`src/rtl/rca_multicycle_adder_if.sv`:
```
// Operand/result bundle for the multi-cycle ripple-carry adder/subtractor.
// The requester drives start/sub/cin/in1/in2; the adder returns busy/done and the result.
`timescale 1ns/1ps
interface rca_multicycle_adder_if #(
    parameter int WIDTH = 32
);
    logic             start;
    logic             sub;
    logic             cin;
    logic [WIDTH-1:0] in1;
    logic [WIDTH-1:0] in2;
    logic             busy;
    logic             done;
    logic [WIDTH-1:0] sum;
    logic             cout;
    logic             overflow;

    modport master (
        output start, sub, cin, in1, in2,
        input  busy, done, sum, cout, overflow
    );

    modport slave (
        input  start, sub, cin, in1, in2,
        output busy, done, sum, cout, overflow
    );
endinterface

```
`src/rtl/rca_multicycle_adder.sv`:
```
// Ripple-carry adder/subtractor that processes CHUNK bits per clock over WIDTH/CHUNK cycles,
// with the inter-chunk carry held in a register and a start/busy/done handshake.
`timescale 1ns/1ps
module rca_multicycle_adder #(
    parameter int WIDTH = 32,
    parameter int CHUNK = 4
) (
    input  logic               clock,
    input  logic               reset,
    rca_multicycle_adder_if.slave bus
);
    localparam int NCHUNK = WIDTH / CHUNK;
    localparam int KW     = (NCHUNK > 1) ? $clog2(NCHUNK) : 1;

    typedef enum logic [1:0] {
        IDLE,
        RUN,
        DONE
    } state_t;

    state_t state;
    state_t state_nx;

    logic [WIDTH-1:0] a_q;
    logic [WIDTH-1:0] b_q;
    logic [WIDTH-1:0] sum_q;
    logic             carry_q;
    logic             cout_q;
    logic             ovf_q;
    logic [KW-1:0]    k_q;

    logic             accept;
    logic             last;
    logic [CHUNK-1:0] a_chunk;
    logic [CHUNK-1:0] b_chunk;
    logic [CHUNK:0]   chunk_sum;
    logic             msb_cin;

    assign accept = ((state == IDLE) || (state == DONE)) && bus.start;
    assign last   = (k_q == KW'(NCHUNK - 1));

    always_comb begin
        a_chunk   = a_q[k_q*CHUNK +: CHUNK];
        b_chunk   = b_q[k_q*CHUNK +: CHUNK];
        chunk_sum = {1'b0, a_chunk} + {1'b0, b_chunk} + {{CHUNK{1'b0}}, carry_q};
        // Carry into the chunk MSB recovered from its sum bit: s = a ^ b ^ c.
        msb_cin   = a_chunk[CHUNK-1] ^ b_chunk[CHUNK-1] ^ chunk_sum[CHUNK-1];
    end

    always_ff @(posedge clock or posedge reset) begin
        if (reset) begin
            state <= IDLE;
        end else begin
            state <= state_nx;
        end
    end

    always_comb begin
        state_nx = state;
        case (state)
            IDLE:    if (bus.start) state_nx = RUN;
            RUN:     if (last) state_nx = DONE;
            DONE:    state_nx = bus.start ? RUN : IDLE;
            default: state_nx = IDLE;
        endcase
    end

    always_ff @(posedge clock or posedge reset) begin
        if (reset) begin
            a_q     <= '0;
            b_q     <= '0;
            sum_q   <= '0;
            carry_q <= 1'b0;
            cout_q  <= 1'b0;
            ovf_q   <= 1'b0;
            k_q     <= '0;
        end else if (accept) begin
            a_q     <= bus.in1;
            b_q     <= bus.sub ? ~bus.in2 : bus.in2;
            carry_q <= bus.sub ? 1'b1 : bus.cin;
            k_q     <= '0;
        end else if (state == RUN) begin
            sum_q[k_q*CHUNK +: CHUNK] <= chunk_sum[CHUNK-1:0];
            carry_q                   <= chunk_sum[CHUNK];
            k_q                       <= k_q + KW'(1);
            if (last) begin
                cout_q <= chunk_sum[CHUNK];
                ovf_q  <= msb_cin ^ chunk_sum[CHUNK];
            end
        end
    end

    assign bus.busy     = (state == RUN);
    assign bus.done     = (state == DONE);
    assign bus.sum      = sum_q;
    assign bus.cout     = cout_q;
    assign bus.overflow = ovf_q;
endmodule
```
`src/flat_wrapper.sv`:
```
// flat-port wrapper written by rule: the top's interface ports become plain ports
module rca_multicycle_adder_flat 
#(
    parameter int WIDTH = 32,
    parameter int CHUNK = 4
)
  (clock, reset, bus_start, bus_sub, bus_cin, bus_in1, bus_in2, bus_busy, bus_done, bus_sum, bus_cout, bus_overflow);
  rca_multicycle_adder_if #(.WIDTH(WIDTH)) bus_i ();
  input  logic clock;
  input  logic reset;
  input wire logic [$bits(bus_i.start)-1:0] bus_start;
  input wire logic [$bits(bus_i.sub)-1:0] bus_sub;
  input wire logic [$bits(bus_i.cin)-1:0] bus_cin;
  input wire logic [$bits(bus_i.in1)-1:0] bus_in1;
  input wire logic [$bits(bus_i.in2)-1:0] bus_in2;
  output wire logic [$bits(bus_i.busy)-1:0] bus_busy;
  output wire logic [$bits(bus_i.done)-1:0] bus_done;
  output wire logic [$bits(bus_i.sum)-1:0] bus_sum;
  output wire logic [$bits(bus_i.cout)-1:0] bus_cout;
  output wire logic [$bits(bus_i.overflow)-1:0] bus_overflow;
  assign bus_i.start = bus_start;
  assign bus_i.sub = bus_sub;
  assign bus_i.cin = bus_cin;
  assign bus_i.in1 = bus_in1;
  assign bus_i.in2 = bus_in2;
  assign bus_busy = bus_i.busy;
  assign bus_done = bus_i.done;
  assign bus_sum = bus_i.sum;
  assign bus_cout = bus_i.cout;
  assign bus_overflow = bus_i.overflow;
  rca_multicycle_adder #(.WIDTH(WIDTH), .CHUNK(CHUNK)) u_core (.clock(clock), .reset(reset), .bus(bus_i));
endmodule
```
`config.mk`:
```
export PLATFORM = sky130hd
export DESIGN_NAME = rca_multicycle_adder_flat
export DESIGN_NICKNAME = d
export VERILOG_FILES = /design/src/rtl/rca_multicycle_adder_if.sv /design/src/rtl/rca_multicycle_adder.sv /design/src/flat_wrapper.sv
export SDC_FILE = /design/constraint.sdc
export NUM_CORES = 1
export LEC_CHECK = 0
export ABC_AREA = 1
export CAP_MARGIN = 20
export CORE_ASPECT_RATIO = 0.7
export CORE_MARGIN = 5
export CORE_UTILIZATION = 40
export DETAILED_ROUTE_END_ITERATION = 10
export PLACE_DENSITY = 0.67
export SETUP_SLACK_MARGIN = 0.05
export SLEW_MARGIN = 5
export SYNTH_ARGS = -nofsm -noshare
export SYNTH_HDL_FRONTEND = slang
export SYNTH_SLANG_ARGS = --single-unit
```
`constraint.sdc`:
```
create_clock -name clock -period 4.7 [get_ports clock]
set_input_delay 0.47 -clock clock [delete_from_list [all_inputs] [get_ports clock]]
set_output_delay 0.47 -clock clock [all_outputs]
set_load 0.02 [all_outputs]
```
## Yosys cells after proc, flatten, opt, wreduce, memory -nomap -nowiden

Cells that the tools add are included.
W data, S select, Z words.

| cells by class | value |
|---|---|
| reductions and logical operators | 7 |
| bitwise logic cells | 5 |
| muxes and demuxes | 11 |
| equal/unequal tests | 5 |
| shift-type cells | 4 |
| $add $sub $neg | 4 |

Operators with widths:

| cell | count |
|---|---|
| $shiftx A32 B6 Y4 | 2 |
| $neg A5 Y34 | 1 |
| $shift A4 B34 Y32 const A | 1 |
| $shiftx A4 B34 Y32 | 1 |
| $bwmux W32 | 1 |
| $mux W32 | 1 |
| $not A32 Y32 | 1 |
| $mux W3 | 2 |
| $pmux W2 S3 | 1 |
| $add A4 B4 Y5 | 1 |
| $add A5 B1 Y5 | 1 |
| $mux W1 | 4 |
| $mux W2 | 2 |
| $reduce_and A2 Y1 | 2 |
| $add A3 B1 Y3 const B | 1 |
| $eq A3 B3 Y1 const B | 1 |
| $reduce_and A3 Y1 | 1 |
| $xor A1 B1 Y1 | 3 |
| $eq A2 B1 Y1 const B | 1 |
| $eq A2 B2 Y1 const B | 1 |
| $logic_not A2 Y1 | 1 |
| $ne A2 B1 Y1 const B | 1 |
| $ne A2 B2 Y1 const B | 1 |
| $reduce_bool A2 Y1 | 1 |
| other kinds (3) | 3 |

| storage, ports and cells | value |
|---|---|
| output and inout port bits | 36 |
| flip-flop bits (word level) | 104 |
| logic and storage cells | 44 |
| input bits | 69 |

## Depth between registers and ports, before layout

Gate-level depths: netlist (run 1).

| logic depth | value |
|---|---|
| word-level depth | 5 |
| depth in mapped cells | 13 |
| gate-level depth less buffers | 13 |

## Worst setup path before layout (run 1)

OpenSTA, ideal clock, no wires.

| timing | value |
|---|---|
| path type | register to register |
| from | reg u_core.k_q[0] |
| to | reg u_core.sum_q[22], in the netlist u_core.bus.sum[22] |
| required time | 4.637 ns |
| stages on the path, launching flop included | 14 |
| clock period less this slack | 2.436 ns |
| library setup time | 0.063 ns |
| path slack | 2.264 ns |
| path buffers | 2 |
| arrival time | 2.373 ns |
| cell sequence | dfrtp_1 buf_2 buf_4 o21ai_0 o21ai_0 nand2_1 nand2_1 fa_1 fa_1 xor2_1 nand3_1 nand2_1 o21ai_1 inv_1 |

| on the way | value |
|---|---|
| cells in the longest elaborated chain, start to end | 5 |
| elaborated cells on any way between the ends | 8 |
| classes of those cells | add/sub (3); shift (4); mux (1) |

RTL lines:

| item | RTL line | source |
|---|---|---|
| start: declaration | rca_multicycle_adder.sv:30 | `logic [KW-1:0] k_q;` |
| start signal: assignment | rca_multicycle_adder.sv:85 | `k_q <= k_q + KW'(1);` |
| $shiftx A32 B6 Y4 (on tied branches) | rca_multicycle_adder.sv:43, rca_multicycle_adder.sv:44 |  |
| $add A4 B4 Y5 | rca_multicycle_adder.sv:45 | `chunk_sum = {1'b0, a_chunk} + {1'b0, b_chunk} + {{CHUNK{1'b0}}, carry_q};` |
| $add A5 B1 Y5 | rca_multicycle_adder.sv:45 |  |
| $shiftx A4 B34 Y32 | rca_multicycle_adder.sv:83 | `sum_q[k_q*CHUNK +: CHUNK] <= chunk_sum[CHUNK-1:0];` |
| $bwmux W32 * | rca_multicycle_adder.sv:83 |  |
| end signal: indexed assignment | rca_multicycle_adder.sv:83 |  |
| end: declaration | rca_multicycle_adder.sv:26 | `logic [WIDTH-1:0] sum_q;` |

Mark *: on every way between the ends. The rest lies on a longest branch, timed or not.
A chain may end at the register's enable or synchronous reset.

## Final worst setup path (run 1)

| timing | value |
|---|---|
| from | reg u_core.k_q[1] |
| to | reg u_core.sum_q[22], in the netlist u_core.bus.sum[22] |

The elaborated chain is that of the path after synthesis.

==> flow_summary.ini, run 1 <==
[status]
status = finished clean

[timing]
report.final.slew_viol_count = 0
tns_ns = 0
rsz0062_at_grt = false
final-setup-viol-count = 0
finalCritPeriodShare_pct = 66.9
slew_headroom_pct = 40.9
fin_skew_ns = 0.00540
hold_viol_final = 0
worst_pin_slew_ns = 0.886
max_freq_mhz = 318
fin_crit_ns = 3.14

[die]
io_pins = 105
die_h_um = 105
initial_core_util_pct = 41.0
die_area_um2 = 15200
placeableCoreArea_um2 = 12500
die_w_um = 145
num_rows = 34

[pwr]
power_density_nw_per_um2 = 728
irDropWorstVdd_uv = 363
leakage_nw = 3.01
power_w = 0.00476

[route]
antenna_left = 0
drt_iter0_drc = 291
drt-pass1-iter-count = 5
wl_um = 12600
dr_total_vias = 4321
via_per_inst = 4.98
drc = 0
wl_per_cell_um = 14.6

[clock_tree]
clock_sinks = 104
cts-root-buf = clkbuf_16
numCtsBuffers = 9
tritoncts = yes
cts_setup_buffers = 0
clock_latency_ns = 0.35
clock_path_buffers = 2
clkTransAtPathRegs_ns = 0.07
htreeDepth = 3
cts-resized-gates = 0
cts-hold-fix-buffers = 0

[logic_synthesis]
yosys-top-cells-area = dfrtp_1 51%, nand2_1 15%, o21ai_0 8.1%, xnor2_1 5.5%, nor2_1 3.6%
synth_area_um2 = 5130
yosysWarnings = 0
synth-compound-area-share_pct = 11.8
synth_top_family_by_area = simple AND/OR/NAND/NOR gates
synth_top_area_share_pct = 50.7
synth_fp_nets = 692
yosys.area_share.simple_pct = 23.7
yosysUniqueCellTypes = 25
synth-seq-cells = 104
synth_xor_area_share_pct = 5.64
syn_inst = 614
yosysSeqAreaShare_pct = 50.7
synthMuxAreaShare_pct = 0
synthAdderAreaFrac_pct = 2.49
synth_top_cell_by_area = dfrtp_1
syn-mean-instance-area_um2 = 8.35

[min_path]
hold_class = reg -> reg

[worst_setup_path]
path_common_cell = nand2_1
max_stage_delay_ns = 0.86
criticalPathCategory = reg -> reg
end_kind = flip-flop
cp.buffers_inverters = 2
arrival_ns = 3.43
cp_slowest_cell = dfrtp_1
cp.required_ns = 4.99
crit_path_start_kind = flip-flop
path_max_fanout = 26
crit_family = flip-flops
path_cells = inv_2 -> o21ai_0 -> o22ai_1 -> nand2_1 -> nand2_1 -> fa_1 -> fa_1 -> xor2_1 -> nand3_1 -> nand2_1 -> o21ai_1 -> inv_1

[final_layout]
nNetsFinal = 779
final_layout_size_suffix_gt1_share_pct = 7.23
synthToLayoutAreaGrowth_pct = 27.6
fillCellCount = 1182
antenna-diode-count = 0

[job]
drv_cap = 0

[placement]
dp_hpwl_um = 9360
io_buffers = 104
place.gp.congestion = 0.826

[global_routing]
antenna_found_initial = 0
grt_start_max_net_pins = 92
groute.usage.overall_pct = 16.6
grt_pass1_wl_um = 20800
grt_remaining_overflow = 0
grt_pass1_vias = 4227
## per-layer routing
layer  up-vias  track usage, %  routed length, um
met3        18            4.63                838
met2       137            24.7               5540
met4         0            4.06                160
met1      2027            24.0               6090
met5         -               0                  0
li1       2139               -                  -
## where the power goes
group | total (W) | switching, W | leakage (nW) | internal (W)
sequential | 0.00158 | 0.000279 | 1.31 | 0.00130
clock | 0.000766 | 0.000326 | 0.144 | 0.000440
combinational | 0.00242 | 0.00154 | 1.56 | 0.000882
total | 0.00476 | 0.00214 | 3.01 | 0.00262
## Yosys cell counts
master / count
inv_1: 21
nor2_4: 7
nand3_1: 9
o21ai_0: 83
nand2_4: 1
fa_1: 2
nand2_2: 3
xor2_1: 1
buf_4: 5
xnor2_1: 32
o21bai_1: 1
nor2_2: 2
clkbuf_1: 6
nand4_1: 7
buf_2: 21
nand3_4: 2
inv_2: 12
o22ai_1: 9
o21ai_1: 10
ha_1: 7
nand2_1: 203
nand4_2: 2
dfrtp_1: 104
nor2_1: 49
a21oi_1: 15
## layout by cell type (no fill, tap or decap), types with 4 or more instances in the layout
| cell type | netlist | routed |
|---|---|---|
| nor2_1 | 49 | 49 |
| clkbuf_16 | 0 | 9 |
| clkdlybuf4s50_1 | 0 | 103 |
| inv_1 | 21 | 20 |
| ha_1 | 7 | 7 |
| a21oi_1 | 15 | 15 |
| nand4_1 | 7 | 7 |
| dfrtp_1 | 104 | 104 |
| nand3_1 | 9 | 9 |
| inv_2 | 12 | 12 |
| o21ai_1 | 10 | 10 |
| xnor2_1 | 32 | 32 |
| o22ai_1 | 9 | 9 |
| nand2_1 | 203 | 202 |
| nand2_2 | 3 | 4 |
| nor2_4 | 7 | 7 |
| o21ai_0 | 83 | 83 |
| buf_4 | 5 | 4 |
## layout make-up
type                    instances  area, um2  share of cell area, %
clock buffers                  11        253                   3.86
clock inverters                 4       53.8                  0.822
inverters                      33        126                   1.93
multi-input cells             445       2240                   34.2
flip-flops and latches        104       2600                   39.8
well taps                     162        203                   3.10
repair buffers                108       1070                   16.3
## registers in the layout (all words and copies together), names as in the netlist
register / count
u_core.a_q: 32
u_core.bus.overflow: 1
u_core.state: 2
u_core.k_q: 3
u_core.bus.cout: 1
u_core.b_q: 32
u_core.carry_q: 1
u_core.bus.sum: 32
## worst paths after layout
check,start,to,slack [ns],cells past startpoint
worst max-delay path,u_core.k_q[1]$_DFFE_PP0P_,u_core.bus.sum[22]$_DFFE_PP0P_,1.56,12
worst min-delay path,u_core.a_q[17]$_DFFE_PP0P_,u_core.a_q[17]$_DFFE_PP0P_,0.48,2
worst max register to register,u_core.k_q[1]$_DFFE_PP0P_,u_core.bus.sum[22]$_DFFE_PP0P_,1.56,12
worst min register to register,u_core.a_q[17]$_DFFE_PP0P_,u_core.a_q[17]$_DFFE_PP0P_,0.48,2
max in group asynchronous,reset,u_core.a_q[21]$_DFFE_PP0P_,3.06,3
min in group asynchronous,reset,u_core.b_q[23]$_DFFE_PP0P_,0.67,2
## cells by family (layout without fill, tap and decap cells)
kind of cell	after synthesis	count (layout)
AOI/OAI and AO/OA	118	118
xor gates and xnor gates	33	33
buffers and inverters	65	156
DFF	104	104
adders and majority gates	9	9
and+or+nand+nor	285	285
## worst min-delay path: stages, from the launching register on
cell     delay [ns]
dfrtp_1        0.34
nand2_1        0.06
nand2_1        0.05
## per-stage QoR
step           hold WS [ns]  std cells  util, %  cell area [um2]  setup slack, ns
3_5_place_dp          0.463        852     49.9             6240             1.58
6_report              0.479        867     52.3             6540             1.56
4_1_cts               0.481        867     52.3             6540             1.56
5_1_grt               0.502        867     52.3             6540             1.31
2_1_floorplan         0.444        614        -             5130             1.50
3_3_place_gp          0.453        852     49.9             6240             1.67
No activity file was read; power rests on OpenSTA's default activity.
==> inputs of run 2 (changes only) <==
==> constraint.sdc (replaced) <==
create_clock -name clock -period 3 [get_ports clock]
set_input_delay 0.3 -clock clock [delete_from_list [all_inputs] [get_ports clock]]
set_output_delay 0.3 -clock clock [all_outputs]
set_load 0.02 [all_outputs]
==> flow_summary.ini, run 2 (synthesis results as in run 1) <==
[status]
status = finished clean

[die]
num_rows = 34
die_w_um = 145
io_pins = 105
placeableCoreArea_um2 = 12500
die_area_um2 = 15200
initial_core_util_pct = 41.0
die_h_um = 105

[worst_setup_path]
rrSetupSlack_ns = 0.28
criticalPathCategory = reg -> reg
reg2reg_depth = 11
critPathLaunch = u_core.k_q[1]$_DFFE_PP0P_
arrival_ns = 2.99
path_common_cell = nand2_1
cp.buffers_inverters = 1
path_max_fanout = 14
cp.required_ns = 3.27
worst-path-stages = 11
timing.rr.start = u_core.k_q[1]$_DFFE_PP0P_
max_stage_delay_ns = 0.54
end_kind = flip-flop
crit_family = adder cells
crit_path_end = u_core.bus.sum[13]$_DFFE_PP0P_
path_cells = buf_4 -> o21ai_0 -> o22ai_1 -> nand2_1 -> nand2_1 -> fa_1 -> fa_1 -> nand2_1 -> nor2_1 -> nand2_1 -> o21ai_1
cp_slowest_cell = fa_1
crit_path_start_kind = flip-flop
worst_r2r_endpoint = u_core.bus.sum[13]$_DFFE_PP0P_

[timing]
slew_headroom_pct = 40.4
final-setup-viol-count = 0
worst_pin_slew_ns = 0.895
rsz0062_at_grt = false
finalCritPeriodShare_pct = 90.5
hold_viol_final = 0
report.final.slew_viol_count = 0
fin_ws_ns = 0.284
max_freq_mhz = 368
fin_skew_ns = 0.00547
fin_crit_ns = 2.72
tns_ns = 0

[global_routing]
grt_start_max_net_pins = 105
groute.usage.overall_pct = 16.3
grt_pass1_wl_um = 20600
antenna_found_initial = 0
grt_pass1_vias = 4182
grt_remaining_overflow = 0

[route]
wl_um = 12600
via_per_inst = 4.95
dr_total_vias = 4330
drc = 0
wl_per_cell_um = 14.4
drt_iter0_drc = 316
antenna_left = 0
drt-pass1-iter-count = 5

[clock_tree]
clkTransAtPathRegs_ns = 0.07
clock_sinks = 104
cts-hold-fix-buffers = 0
htreeDepth = 3
clock_path_buffers = 2
cts-root-buf = clkbuf_16
clock_latency_ns = 0.35
tritoncts = yes
numCtsBuffers = 9
cts-resized-gates = 0
cts_setup_buffers = 0

[final_layout]
final_common_cell = nand2_1
antenna-diode-count = 0
fillCellCount = 1147
synthToLayoutAreaGrowth_pct = 28.6
mostFrequentLayoutCells = 202 x nand2_1, 104 x dfrtp_1, 103 x clkdlybuf4s50_1
seqCellArea_um2 = 2600
nNetsFinal = 786
final_layout_size_suffix_gt1_share_pct = 8.01
multi_input_area_um2 = 2240

[pwr]
swShare_pct = 45.1
power.internal_w = 0.00412
p_clk_share_pct = 15.4
irDropWorstVdd_uv = 627
leakage_nw = 3.04
p_seq_share_pct = 33.1
power_density_nw_per_um2 = 1140
p_sw_w = 0.00339
p_comb_share_pct = 51.5

[placement]
dp_hpwl_um = 9390
dp_slack_ns = 0.312
io_buffers = 104
place.gp.congestion = 0.871

[job]
drv_cap = 0

[min_path]
hold_class = in -> async
[run 2: cell types whose count changed in the layout (fill, tap and decap cells not counted), sizes merged]
cell and change:
buf +7, clkbuf -1, clkinv +1, clkinvlp +1
inv -1
[run 2: worst min-delay path, stage by stage]
cell and delay, ns:
clkdlybuf4s50_1 0.44, clkinvlp_4 0.10, buf_12 0.37
[run 2: layout make-up]
cell class	count	share of cell area, %
repair buffers	115	17.2
inverters	33	1.94
clock inverters	5	0.892
flip-flops and latches	104	39.5
clock buffers	10	3.47
well taps	162	3.07
multi-input cells	445	34.0
[run 2: worst min-delay path by stage]
| stage | startpoint | end | slack, ns |
|---|---|---|---|
| 4_1_cts | u_core.bus.sum[4]$_DFFE_PP0P_ | u_core.bus.sum[4]$_DFFE_PP0P_ | 0.48 |
| 5_1_grt | bus_in1[15] | u_core.a_q[15]$_DFFE_PP0P_ | 0.49 |
| 3_3_place_gp | u_core.bus.sum[4]$_DFFE_PP0P_ | u_core.bus.sum[4]$_DFFE_PP0P_ | 0.46 |
| 6_report | reset | u_core.b_q[25]$_DFFE_PP0P_ | 0.42 |
| 3_5_place_dp | u_core.bus.sum[4]$_DFFE_PP0P_ | u_core.bus.sum[4]$_DFFE_PP0P_ | 0.46 |
| 2_1_floorplan | bus_in1[0] | u_core.a_q[0]$_DFFE_PP0P_ | 0.41 |
[run 2: per-layer routing]
metal / wire [um] / GRT usage [%] / vias to the layer above
li1: - / - / 2147
met1: 6380 / 24.5 / 2038
met2: 5250 / 23.7 / 137
met3: 867 / 5.11 / 8
met4: 59 / 2.66 / 0
met5: 0 / 0 / -
[run 2: metrics by stage]
step	cells	total power (W)	hold WS [ns]	util, %	cell area (um2)
after detailed placement	859	0.00635	0.460	50.4	6300
final	874	0.00751	0.421	52.7	6600
after global routing	874	0.00812	0.485	52.7	6600
after global placement	859	0.00625	0.456	50.4	6300
after CTS	874	0.00753	0.477	52.7	6590
after floorplan	614	0.00506	0.410	-	5130
[run 2: power groups by stage]
| stage | clock, W | sequential (W) | combinational [W] |
|---|---|---|---|
| global route | 0.00122 | 0.00254 | 0.00436 |
| detailed placement | 0 | 0.00249 | 0.00386 |
| CTS | 0.00117 | 0.00248 | 0.00388 |
| finish | 0.00116 | 0.00248 | 0.00387 |
| global placement | 0 | 0.00249 | 0.00377 |
| floorplan | 0 | 0.00254 | 0.00252 |
